<file path="src/rtl/softmax_frame_ctrl.sv">
// Frame controller for a softmax datapath: buffers N FP32 words while tracking their maximum,
// replays them to the datapath, then collects N results with an idle watchdog.
module softmax_frame_ctrl #(
  parameter int DATA_SIZE      = 32,
  parameter int NUMBER_OF_DATA = 10,
  parameter int TIMEOUT        = 255
) (
  input  logic                 clock_i,
  input  logic                 reset_i,
  input  logic                 in_valid_i,
  input  logic [DATA_SIZE-1:0] in_data_i,
  output logic                 in_ready_o,
  output logic                 dp_start_o,
  output logic [DATA_SIZE-1:0] dp_data_o,
  output logic [DATA_SIZE-1:0] dp_max_o,
  input  logic                 dp_result_valid_i,
  input  logic [DATA_SIZE-1:0] dp_result_i,
  output logic                 out_valid_o,
  output logic [DATA_SIZE-1:0] out_data_o,
  output logic                 out_last_o,
  output logic                 frame_done_o,
  output logic                 timeout_o
);

  localparam int CW = $clog2(NUMBER_OF_DATA + 1);
  localparam int TW = $clog2(TIMEOUT + 1);
  localparam logic [CW-1:0] LAST_IDX = CW'(NUMBER_OF_DATA - 1);
  localparam logic [CW-1:0] N_CNT    = CW'(NUMBER_OF_DATA);
  localparam logic [TW-1:0] IDLE_LIM = TW'(TIMEOUT - 1);

  typedef enum logic [2:0] {S_IDLE, S_LOAD, S_ISSUE, S_DRAIN, S_DONE} state_t;

  // Handshake: a word moves on a rising edge where in_valid_i and in_ready_o are both high;
  // the datapath result port has no backpressure, dp_result_valid_i is sampled every edge.

  state_t               state_q, state_d;
  logic [CW-1:0]        cnt_q, cnt_d;
  logic [CW-1:0]        res_cnt_q, res_cnt_d;
  logic [TW-1:0]        idle_q, idle_d;
  logic [DATA_SIZE-1:0] max_q, max_d;
  logic                 in_ready_q, in_ready_d;
  logic                 dp_start_q, dp_start_d;
  logic [DATA_SIZE-1:0] dp_data_q, dp_data_d;
  logic                 out_valid_q, out_valid_d;
  logic [DATA_SIZE-1:0] out_data_q, out_data_d;
  logic                 out_last_q, out_last_d;
  logic                 frame_done_q, frame_done_d;
  logic                 timeout_q, timeout_d;

  logic [DATA_SIZE-1:0] mem_q [NUMBER_OF_DATA];
  logic                 mem_we;
  logic [CW-1:0]        mem_waddr;
  logic [CW-1:0]        issue_nxt;
  logic                 xfer;
  logic                 res_take;

  // Sign-magnitude ordering: +0 and -0 compare equal, negatives order by reversed magnitude.
  function automatic logic is_greater(input logic [DATA_SIZE-1:0] a,
                                      input logic [DATA_SIZE-1:0] b);
    logic [DATA_SIZE-2:0] ma;
    logic [DATA_SIZE-2:0] mb;
    ma = a[DATA_SIZE-2:0];
    mb = b[DATA_SIZE-2:0];
    if (a[DATA_SIZE-1] != b[DATA_SIZE-1])
      is_greater = !a[DATA_SIZE-1] && ((ma | mb) != '0);
    else if (!a[DATA_SIZE-1])
      is_greater = ma > mb;
    else
      is_greater = ma < mb;
  endfunction

  assign xfer      = in_valid_i && in_ready_q;
  assign res_take  = dp_result_valid_i && (res_cnt_q != N_CNT) &&
                     ((state_q == S_ISSUE) || (state_q == S_DRAIN));
  assign issue_nxt = cnt_q + 1'b1;

  always_comb begin
    state_d      = state_q;
    cnt_d        = cnt_q;
    res_cnt_d    = res_cnt_q;
    idle_d       = idle_q;
    max_d        = max_q;
    dp_start_d   = 1'b0;
    dp_data_d    = dp_data_q;
    out_valid_d  = 1'b0;
    out_data_d   = out_data_q;
    out_last_d   = 1'b0;
    frame_done_d = 1'b0;
    timeout_d    = timeout_q;
    mem_we       = 1'b0;
    mem_waddr    = cnt_q;

    if (res_take) begin
      out_valid_d = 1'b1;
      out_data_d  = dp_result_i;
      out_last_d  = (res_cnt_q == LAST_IDX);
      res_cnt_d   = res_cnt_q + 1'b1;
    end

    case (state_q)
      S_IDLE: begin
        if (xfer) begin
          mem_we    = 1'b1;
          mem_waddr = '0;
          max_d     = in_data_i;
          timeout_d = 1'b0;
          cnt_d     = CW'(1);
          res_cnt_d = '0;
          state_d   = S_LOAD;
        end
      end
      S_LOAD: begin
        if (xfer) begin
          mem_we = 1'b1;
          if (is_greater(in_data_i, max_q)) max_d = in_data_i;
          if (cnt_q == LAST_IDX) begin
            // Slot 0 is already stored, so the first replay word can be registered now.
            state_d    = S_ISSUE;
            cnt_d      = '0;
            dp_start_d = 1'b1;
            dp_data_d  = mem_q[0];
          end else begin
            cnt_d = issue_nxt;
          end
        end
      end
      S_ISSUE: begin
        if (cnt_q == LAST_IDX) begin
          state_d = S_DRAIN;
          cnt_d   = '0;
          idle_d  = '0;
        end else begin
          cnt_d      = issue_nxt;
          dp_start_d = 1'b1;
          dp_data_d  = mem_q[issue_nxt];
        end
      end
      S_DRAIN: begin
        if (res_cnt_q == N_CNT) begin
          state_d      = S_DONE;
          frame_done_d = 1'b1;
        end else if (dp_result_valid_i) begin
          idle_d = '0;
        end else if (idle_q == IDLE_LIM) begin
          timeout_d = 1'b1;
          state_d   = S_IDLE;
        end else begin
          idle_d = idle_q + 1'b1;
        end
      end
      S_DONE: begin
        state_d = S_IDLE;
      end
      default: begin
        state_d = S_IDLE;
      end
    endcase

    in_ready_d = (state_d == S_IDLE) || (state_d == S_LOAD);
  end

  always_ff @(posedge clock_i or posedge reset_i) begin
    if (reset_i) begin
      state_q      <= S_IDLE;
      cnt_q        <= '0;
      res_cnt_q    <= '0;
      idle_q       <= '0;
      max_q        <= '0;
      in_ready_q   <= 1'b0;
      dp_start_q   <= 1'b0;
      dp_data_q    <= '0;
      out_valid_q  <= 1'b0;
      out_data_q   <= '0;
      out_last_q   <= 1'b0;
      frame_done_q <= 1'b0;
      timeout_q    <= 1'b0;
    end else begin
      state_q      <= state_d;
      cnt_q        <= cnt_d;
      res_cnt_q    <= res_cnt_d;
      idle_q       <= idle_d;
      max_q        <= max_d;
      in_ready_q   <= in_ready_d;
      dp_start_q   <= dp_start_d;
      dp_data_q    <= dp_data_d;
      out_valid_q  <= out_valid_d;
      out_data_q   <= out_data_d;
      out_last_q   <= out_last_d;
      frame_done_q <= frame_done_d;
      timeout_q    <= timeout_d;
    end
  end

  always_ff @(posedge clock_i) begin
    if (mem_we) mem_q[mem_waddr] <= in_data_i;
  end

  assign in_ready_o   = in_ready_q;
  assign dp_start_o   = dp_start_q;
  assign dp_data_o    = dp_data_q;
  assign dp_max_o     = max_q;
  assign out_valid_o  = out_valid_q;
  assign out_data_o   = out_data_q;
  assign out_last_o   = out_last_q;
  assign frame_done_o = frame_done_q;
  assign timeout_o    = timeout_q;

endmodule

</file>
<file path="config.mk">
export PLATFORM = sky130hd
export DESIGN_NAME = softmax_frame_ctrl
export DESIGN_NICKNAME = d
export VERILOG_FILES = /design/src/rtl/softmax_frame_ctrl.sv
export SDC_FILE = /design/constraint.sdc
export NUM_CORES = 1
export LEC_CHECK = 0
export CAP_MARGIN = 10
export CELL_PAD_IN_SITES_DETAIL_PLACEMENT = 1
export CELL_PAD_IN_SITES_GLOBAL_PLACEMENT = 2
export CORE_MARGIN = 1
export CORE_UTILIZATION = 45
export CTS_BUF_LIST = sky130_fd_sc_hd__clkbuf_4 sky130_fd_sc_hd__clkbuf_8 sky130_fd_sc_hd__clkbuf_16
export CTS_CLUSTER_SIZE = 28
export DETAILED_ROUTE_END_ITERATION = 8
export HOLD_SLACK_MARGIN = 0.08
export PLACE_DENSITY = 0.83
export SYNTH_ARGS = -nofsm -noshare
export SYNTH_HDL_FRONTEND = slang
export SYNTH_SLANG_ARGS = --single-unit
</file>
<file path="constraint.sdc">
create_clock -name clock_i -period 12.8 [get_ports clock_i]
set_input_delay 1.28 -clock clock_i [delete_from_list [all_inputs] [get_ports clock_i]]
set_output_delay 1.28 -clock clock_i [all_outputs]
set_load 0.1 [all_outputs]
</file>
==> results.toml <==
[clocking]
cts_buffers = 47
postCtsSetupRepairBufs = 0
clock_latency_ps = 580
max-clock-path-buffers = 3
cts_sinks = 441
clkTransAtPathRegs_ps = 60
clock_tree.htree_level_count = 2
cts-hold-fix-buffers = 0
cts-resized-gates = 0
tritoncts = "done"
root_buffer = "clkbuf_16"

[finish]
design.final.nets = 1498
antenna-diode-count = 0
fin_cells = 1932
layout-drive-gt1-share_pct = 15.9
layout.cells.most_common_list = "edfxtp_1 (320), clkdlybuf4s50_1 (169), dfrtp_1 (120)"
nFillCells = 3900
layout.cells.most_common = "edfxtp_1"
layout-area-overhead-vs-synth_pct = 20.7

[sta]
hold_slack_ps = 475
finalClockSkew_ps = 13.2
timing.final.max_slew_violations = 0
rsz0062_at_grt = "false"
totalNegativeSetupSlack_ps = 0
fin_crit_sh_pct = 35.3
finalHoldViolations = 0
report.final.setup_viol = 0
max_freq_mhz = 222
period_needed_ps = 4510
slew_headroom_pct = 22.7
worst_margin_slew_ps = 1160

[floorplanning]
row_count = 74
pin_count = 170
die-height_um = 206
overall_die_area_um2 = 42400
core_um2 = 40900
die_x_um = 206
floorplan.initialDensity_pct = 45.7

[pwr]
p_leak_nw = 8.27
post-layout-total-power_w = 0.00625
peakVddDrop_mv = 0.277
powerDensity_nw_per_um2 = 277

[global_route]
first_global_vias = 11500
grt_util_all_layers_pct = 22.2
grt_remaining_overflow = 0
grt_pass1_wl_um = 69500
initial_antenna_violation_count = 1
grt_max_degree = 75

[place]
numPlacedInstances = 1844
globalplace.congestion = 0.741
hpwl_um = 27500
numPortBuffers = 169

[synthesis]
yosysUniqueCellTypes = 49
ys_async_sr_fraction_pct = 27.4
flops_latches_synth = 441
postSynthAreaPerCell_um2 = 15.8
ys_warn_count = 0
synthesis.instances = 1182
ys_seq_area_share_pct = 67.6
synth_edf_count = 320
mappedNetlistArea_um2 = 18700
synthFlopType = "edfxtp_1"
syn_nets = 1319

[route]
dr_wl_met2_um = 21900
route.detailed.wl_per_inst_um = 23.6
drt_iter0_drc = 588
vias_per_cell = 5.55
dr_wl_met3_um = 2780
route.antenna.remaining_nets = 0
length_of_routed_wiring_on_met1_um = 20300
drt_wirelength_um = 45600
vias = 10700
highest_layer = "met4"
dr.pass1.iters = 4
route.detailed.drc = 0

[worst_setup_path]
max_stage_delay_ps = 940
critical-path-top-delay-family = "compound AO/OA/AOI/OAI gates"
slowest_stage = "o31a_2"
start_kind = "primary input"
timing.critical_path.to_type = "flip-flop"
worst_setup_path_category = "in2reg"
timing.critical_path.cells = "clkdlybuf4s50_1 > inv_1 > ha_1 > nor4_1 > nand4_1 > inv_1 > o41ai_2 > a31oi_1 > o31a_2 > mux2_4"
worst-endpoint-required_ps = 13270
arrival_ps = 4980
worst-path-max-fanout = 32
critPathBufInv = 3
library_cell_appearing_most_often_on_the_critical_path = "inv_1"

[run_status]
outcome = "finished clean"

[job]
maxCapViolations = 0

[worst_hold_path]
holdCritPathClass = "reg2reg"
## final timing paths
path / from / to / slack (ps) / cells past startpoint
worst max-delay path: in_data_i[22] / dp_max_o[31] / 8290 / 10
min in group asynchronous: reset_i / dp_max_o[28] / 1210 / 2
worst min-delay path: dp_data_o[12] / dp_data_o[12] / 480 / 2
worst min register to register: dp_data_o[12] / dp_data_o[12] / 480 / 2
worst max register to register: cnt_q[0] / dp_data_o[30] / 9150 / 8
max in group asynchronous: reset_i / cnt_q[0] / 10330 / 3
## cells in the mapped netlist, types with 3 or more instances
cell type / n / share of area [%]
edfxtp_1: 320 / 51
mux2i_1: 63 / 3.4
buf_2: 15 / 0.40
nor4_1: 8 / 0.27
mux4_2: 64 / 7.7
nand2_1: 50 / 1.0
a211oi_1: 68 / 2.7
nand4_1: 15 / 0.50
nand3_1: 7 / 0.19
inv_1: 84 / 1.7
and2_1: 4 / 0.13
buf_4: 3 / 0.12
or3_1: 4 / 0.13
nor4_2: 3 / 0.20
buf_1: 3 / 0.060
ha_1: 69 / 4.6
a31oi_1: 3 / 0.10
o21ai_0: 43 / 1.2
o31ai_1: 4 / 0.16
buf_12: 3 / 0.32
nor2_1: 37 / 0.74
mux2_2: 32 / 1.9
nor3_1: 8 / 0.21
dfrtp_1: 121 / 16
clkbuf_1: 33 / 0.66
nand2b_1: 4 / 0.13
nor2b_1: 37 / 1.2
xor2_1: 7 / 0.33
a21oi_1: 48 / 1.3
## per-layer routing
| layer | track usage, % | up-vias |
|---|---|---|
| li1 | - | 4828 |
| met1 | 30.7 | 5554 |
| met2 | 35.9 | 286 |
| met3 | 5.27 | 48 |
| met4 | 4.73 | 0 |
| met5 | 0 | - |
## area by class of cell
| class | instances | area, um^2 | share of cell area (%) |
|---|---|---|---|
| clock buffers | 62 | 1330 | 5.90 |
| clock inverters | 26 | 234 | 1.04 |
| inverters | 84 | 320 | 1.42 |
| multi-input cells | 599 | 5550 | 24.6 |
| flip-flops and latches | 441 | 12600 | 56.0 |
| well taps | 532 | 666 | 2.95 |
| repair buffers | 188 | 1830 | 8.13 |
## power by group
part / switching (W) / leakage [nW] / internal [W]
sequential: 0.000161 / 4.37 / 0.00182
clock: 0.000565 / 0.771 / 0.000798
combinational: 0.00205 / 3.13 / 0.000858
total: 0.00278 / 8.27 / 0.00348
## state kept, by name, indices dropped and copies added, names as in the netlist
name and cells:
state_q 3, timeout_o 1, out_data_o 32, dp_start_o 1, dp_data_o 32, mem_q 320
out_last_o 1, idle_q 8, frame_done_o 1, res_cnt_q 4, cnt_q 4, dp_max_o 32
in_ready_o 1, out_valid_o 1
## per-stage QoR
step / instance area (um^2) / setup slack (ps) / util, %
after CTS: 22600 / 8280 / 55.2
after global routing: 22600 / 8090 / 55.2
after global placement: 21000 / 7830 / 51.3
after detailed placement: 21000 / 7640 / 51.3
final: 22600 / 8290 / 55.2
after floorplan: 18700 / 8020 / -
## worst reg2reg max path, stage by stage, from the launching register on
cell and delay (ps):
dfrtp_4 390, buf_4 790, ha_2 370, buf_4 760
mux4_2 440, mux2i_1 140, a211oi_1 90, a21oi_1 400
o21ai_0 130
## cells by family after synthesis
kind of cell | after synthesis | share of synthesized area, %
flops | 441 | 67.6
simple gates | 185 | 5.10
compound gates | 176 | 5.92
mux | 160 | 13.1
buf+inv | 142 | 3.31
fa+ha+maj | 69 | 4.62
xor+xnor | 9 | 0.421
(Power assumes the default switching activity.)
==> variant: new RTL, config.mk and constraints unchanged <==
Set the parameter `DATA_SIZE` to 16 (it was 32).
--- a/src/rtl/softmax_frame_ctrl.sv
+++ b/src/rtl/softmax_frame_ctrl.sv
@@ -1,7 +1,7 @@
 // Frame controller for a softmax datapath: buffers N FP32 words while tracking their maximum,
 // replays them to the datapath, then collects N results with an idle watchdog.
 module softmax_frame_ctrl #(
-  parameter int DATA_SIZE      = 32,
+  parameter int DATA_SIZE      = 16,
   parameter int NUMBER_OF_DATA = 10,
   parameter int TIMEOUT        = 255
 ) (
Interface: changed (5 resized); port bits go from 170 to 90. No check against the original RTL was run, so the function may have changed too.
==> variant against the original RTL <==
Area after synthesis decreased by 46%. Design area decreased by 46%. Total power decreased by 45%. Register-to-register slack improved by 0.42 ns. Critical path depth decreased by 2. Combinational power decreased by 46%. Sequential cell count decreased by 208. Non-clock buffer count decreased by 87. Wire length decreased by 46%. First-iteration DRC count decreased by 47%. Via count decreased by 44%. Count of clock-buffer cells in the layout decreased by 30. Setup slack improved by 0.74 ns. Critical endpoint is now dp_max_o[13]$_DFFE_PP0P_. Largest power group unchanged.
==> variant: results (changes against the original RTL) <==
Outcome
  • Run status: complete, no violations

Pwr
  • Leakage power summed over all cells: 4.60 nW (-44%)
  • Max IR drop VDD: 0.000247 V (-11%)
  • Net switching share of the total power: 0.432 (-0.0120)

Layout
  • Proportion of layout cells with a drive suffix above 1: 0.161 (+0.00235)
  • Number of diodes added for antenna fixing: 0 (unchanged)
  • Final #Nets: 837 (-44%)
  • Max FFs per register: 160 (-50%)
  • Fill cell count: 2,097 (-46%)
  • Register containing the most flip-flops in the final layout: mem_q

Clocking
  • CTS clock-pin slew for the worst setup and hold paths: 0.06 ns (about the same)
  • Root cell of the clock tree: sky130_fd_sc_hd__clkbuf_16
  • Cts repair resizes: 0 (unchanged)
  • Max Root-Sink Buffers: 3 (unchanged)
  • Clock latency on the worst-skew pair: 0.52 ns (-0.06 ns)
  • Number of buffers added for setup after CTS: 0 (unchanged)
  • Cts bufs inserted: 25 (-47%)
  • Number of H-tree branching levels: 1 (-1)

Routing
  • DRT iter0 DRCs: 312 (-47%)
  • Initial DRT Pass Iterations: 4 (unchanged)
  • Total DRC errors in the routed layout: 0 (unchanged)
  • Total wire length after detailed routing: 24,500 um (-46%)
  • Avg Vias per Cell: 5.66 (+2.1%)

Logic synthesis
  • Commonest cells in the synthesized netlist: 160 x sky130_fd_sc_hd__edfxtp_1, 73 x sky130_fd_sc_hd__dfrtp_1, 43 x sky130_fd_sc_hd__inv_1, 37 x sky130_fd_sc_hd__ha_1, 35 x sky130_fd_sc_hd__nor2_1
  • Net count after synthesis: 744 (-44%)
  • EDFF count, synth: 160 (-50%)
  • Number of warnings reported in the yosys synthesis log: 0 (unchanged)
  • Sequential area share after synthesis: 0.659 (-0.0166)
  • Post-synthesis cell type count: 49 (unchanged)
  • Async SR Flop Fraction: 0.313 (+0.0389)
  • Top cells by area in the synthesized netlist: sky130_fd_sc_hd__edfxtp_1 48%, sky130_fd_sc_hd__dfrtp_1 18%, sky130_fd_sc_hd__mux4_2 7.2%

GRT
  • Maximum number of pins on one net before global-route repair: 74 (-1.3%)
  • Via count of the first global-routing pass: 6,563 (-43%)
  • Antenna violations before repair: 0 (-1)
  • Wire length of the first global-routing pass: 37,800 um (-46%)
  • GR Util All Layers: 0.222 (about the same)

STA
  • Slew at the pin with the worst max-slew slack: 1.17 ns (+0.0134 ns)
  • Largest clock skew in the final design: 0.00955 ns (-0.00362 ns)

Hold path
  • Worst Hold Class: reg2reg
  • Number of cells on the worst hold path: 2 (unchanged)

Worst setup path
  • Depth of the worst register-to-register path: 8 (unchanged)
  • Arrival time at the worst endpoint: 4.21 ns (-0.77 ns)
  • Highest net fanout along the worst path: 15 (-53%)

Place
  • Buffers on Ports: 89 (-47%)
  • Detailed-placement wirelength estimate: 15,200 um (-45%)
  • Pre-CTS WS: 8.52 ns (+0.883 ns)
  • Weighted congestion at the end of routability-driven global placement: 0.786 (+6.0%)

Job
  • Max-capacitance violation count: 0 (unchanged)
## variant: worst paths after layout
check | slack, ns | from | endpoint
setup / recovery | 9.02 | in_data_i[12] | dp_max_o[13]$_DFFE_PP0P_
hold / removal | 0.48 | dp_data_o[12]$_DFFE_PP0P_ | dp_data_o[12]$_DFFE_PP0P_
setup reg to reg | 9.57 | cnt_q[1]$_DFFE_PP0P_ | dp_data_o[4]$_DFFE_PP0P_
hold reg to reg | 0.48 | dp_data_o[12]$_DFFE_PP0P_ | dp_data_o[12]$_DFFE_PP0P_
max in group asynchronous | 10.73 | reset_i | cnt_q[0]$_DFFE_PP0P_
min in group asynchronous | 1.37 | reset_i | dp_max_o[10]$_DFFE_PP0P_
## variant: per-stage QoR
step / utilization / instances / instance area, um^2
after floorplan: - / 671 / 10100
after global placement: 0.517 / 1017 / 11300
after detailed placement: 0.517 / 1017 / 11300
after CTS: 0.559 / 1063 / 12200
after global routing: 0.559 / 1063 / 12200
final: 0.559 / 1063 / 12200
## variant: worst max-delay path, cell delays in order
cell,delay [ns]
sky130_fd_sc_hd__clkdlybuf4s50_1,0.82
sky130_fd_sc_hd__inv_1,0.13
sky130_fd_sc_hd__ha_1,0.35
sky130_fd_sc_hd__nor4_1,0.57
sky130_fd_sc_hd__o311a_1,0.29
sky130_fd_sc_hd__a2111oi_2,0.06
sky130_fd_sc_hd__mux2_4,0.44
sky130_fd_sc_hd__mux2i_1,0.26
## variant: power groups by stage
stage / Sequential (W) / Combinational [W] / Clock, W
5_1_grt: 0.00109 / 0.00168 / 0.000843
6_report: 0.00107 / 0.00158 / 0.000803
4_1_cts: 0.00107 / 0.00160 / 0.000819
2_1_floorplan: 0.00162 / 0.000643 / 0
3_3_place_gp: 0.00107 / 0.00155 / 0
3_5_place_dp: 0.00109 / 0.00159 / 0
## variant: cell families after synthesis
kind of cell,synth area share
AO/OA/AOI/OAI,0.0628
XOR/XNOR,0.00783
adder cells (fa/ha/maj),0.0460
buffers and inverters,0.0331
flip-flops,0.659
multiplexers,0.123
AND/OR/NAND/NOR,0.0684
## variant: final cells by class
type	instances	area [um^2]	area share
clock inverter	14	235	0.0192
clock buffer	32	684	0.0559
sequential	233	6630	0.542
inverter	43	163	0.0133
multi-input combinational	360	3200	0.261
timing repair buffer	101	981	0.0801
tap	280	350	0.0286
## variant: layer usage
layer	vias up	share of wire	GRT usage
li1	2703	-	-
met5	-	0	0
met3	36	0.052	0.0371
met1	3112	0.42	0.285
met2	169	0.51	0.390
met4	0	0.019	0.0589
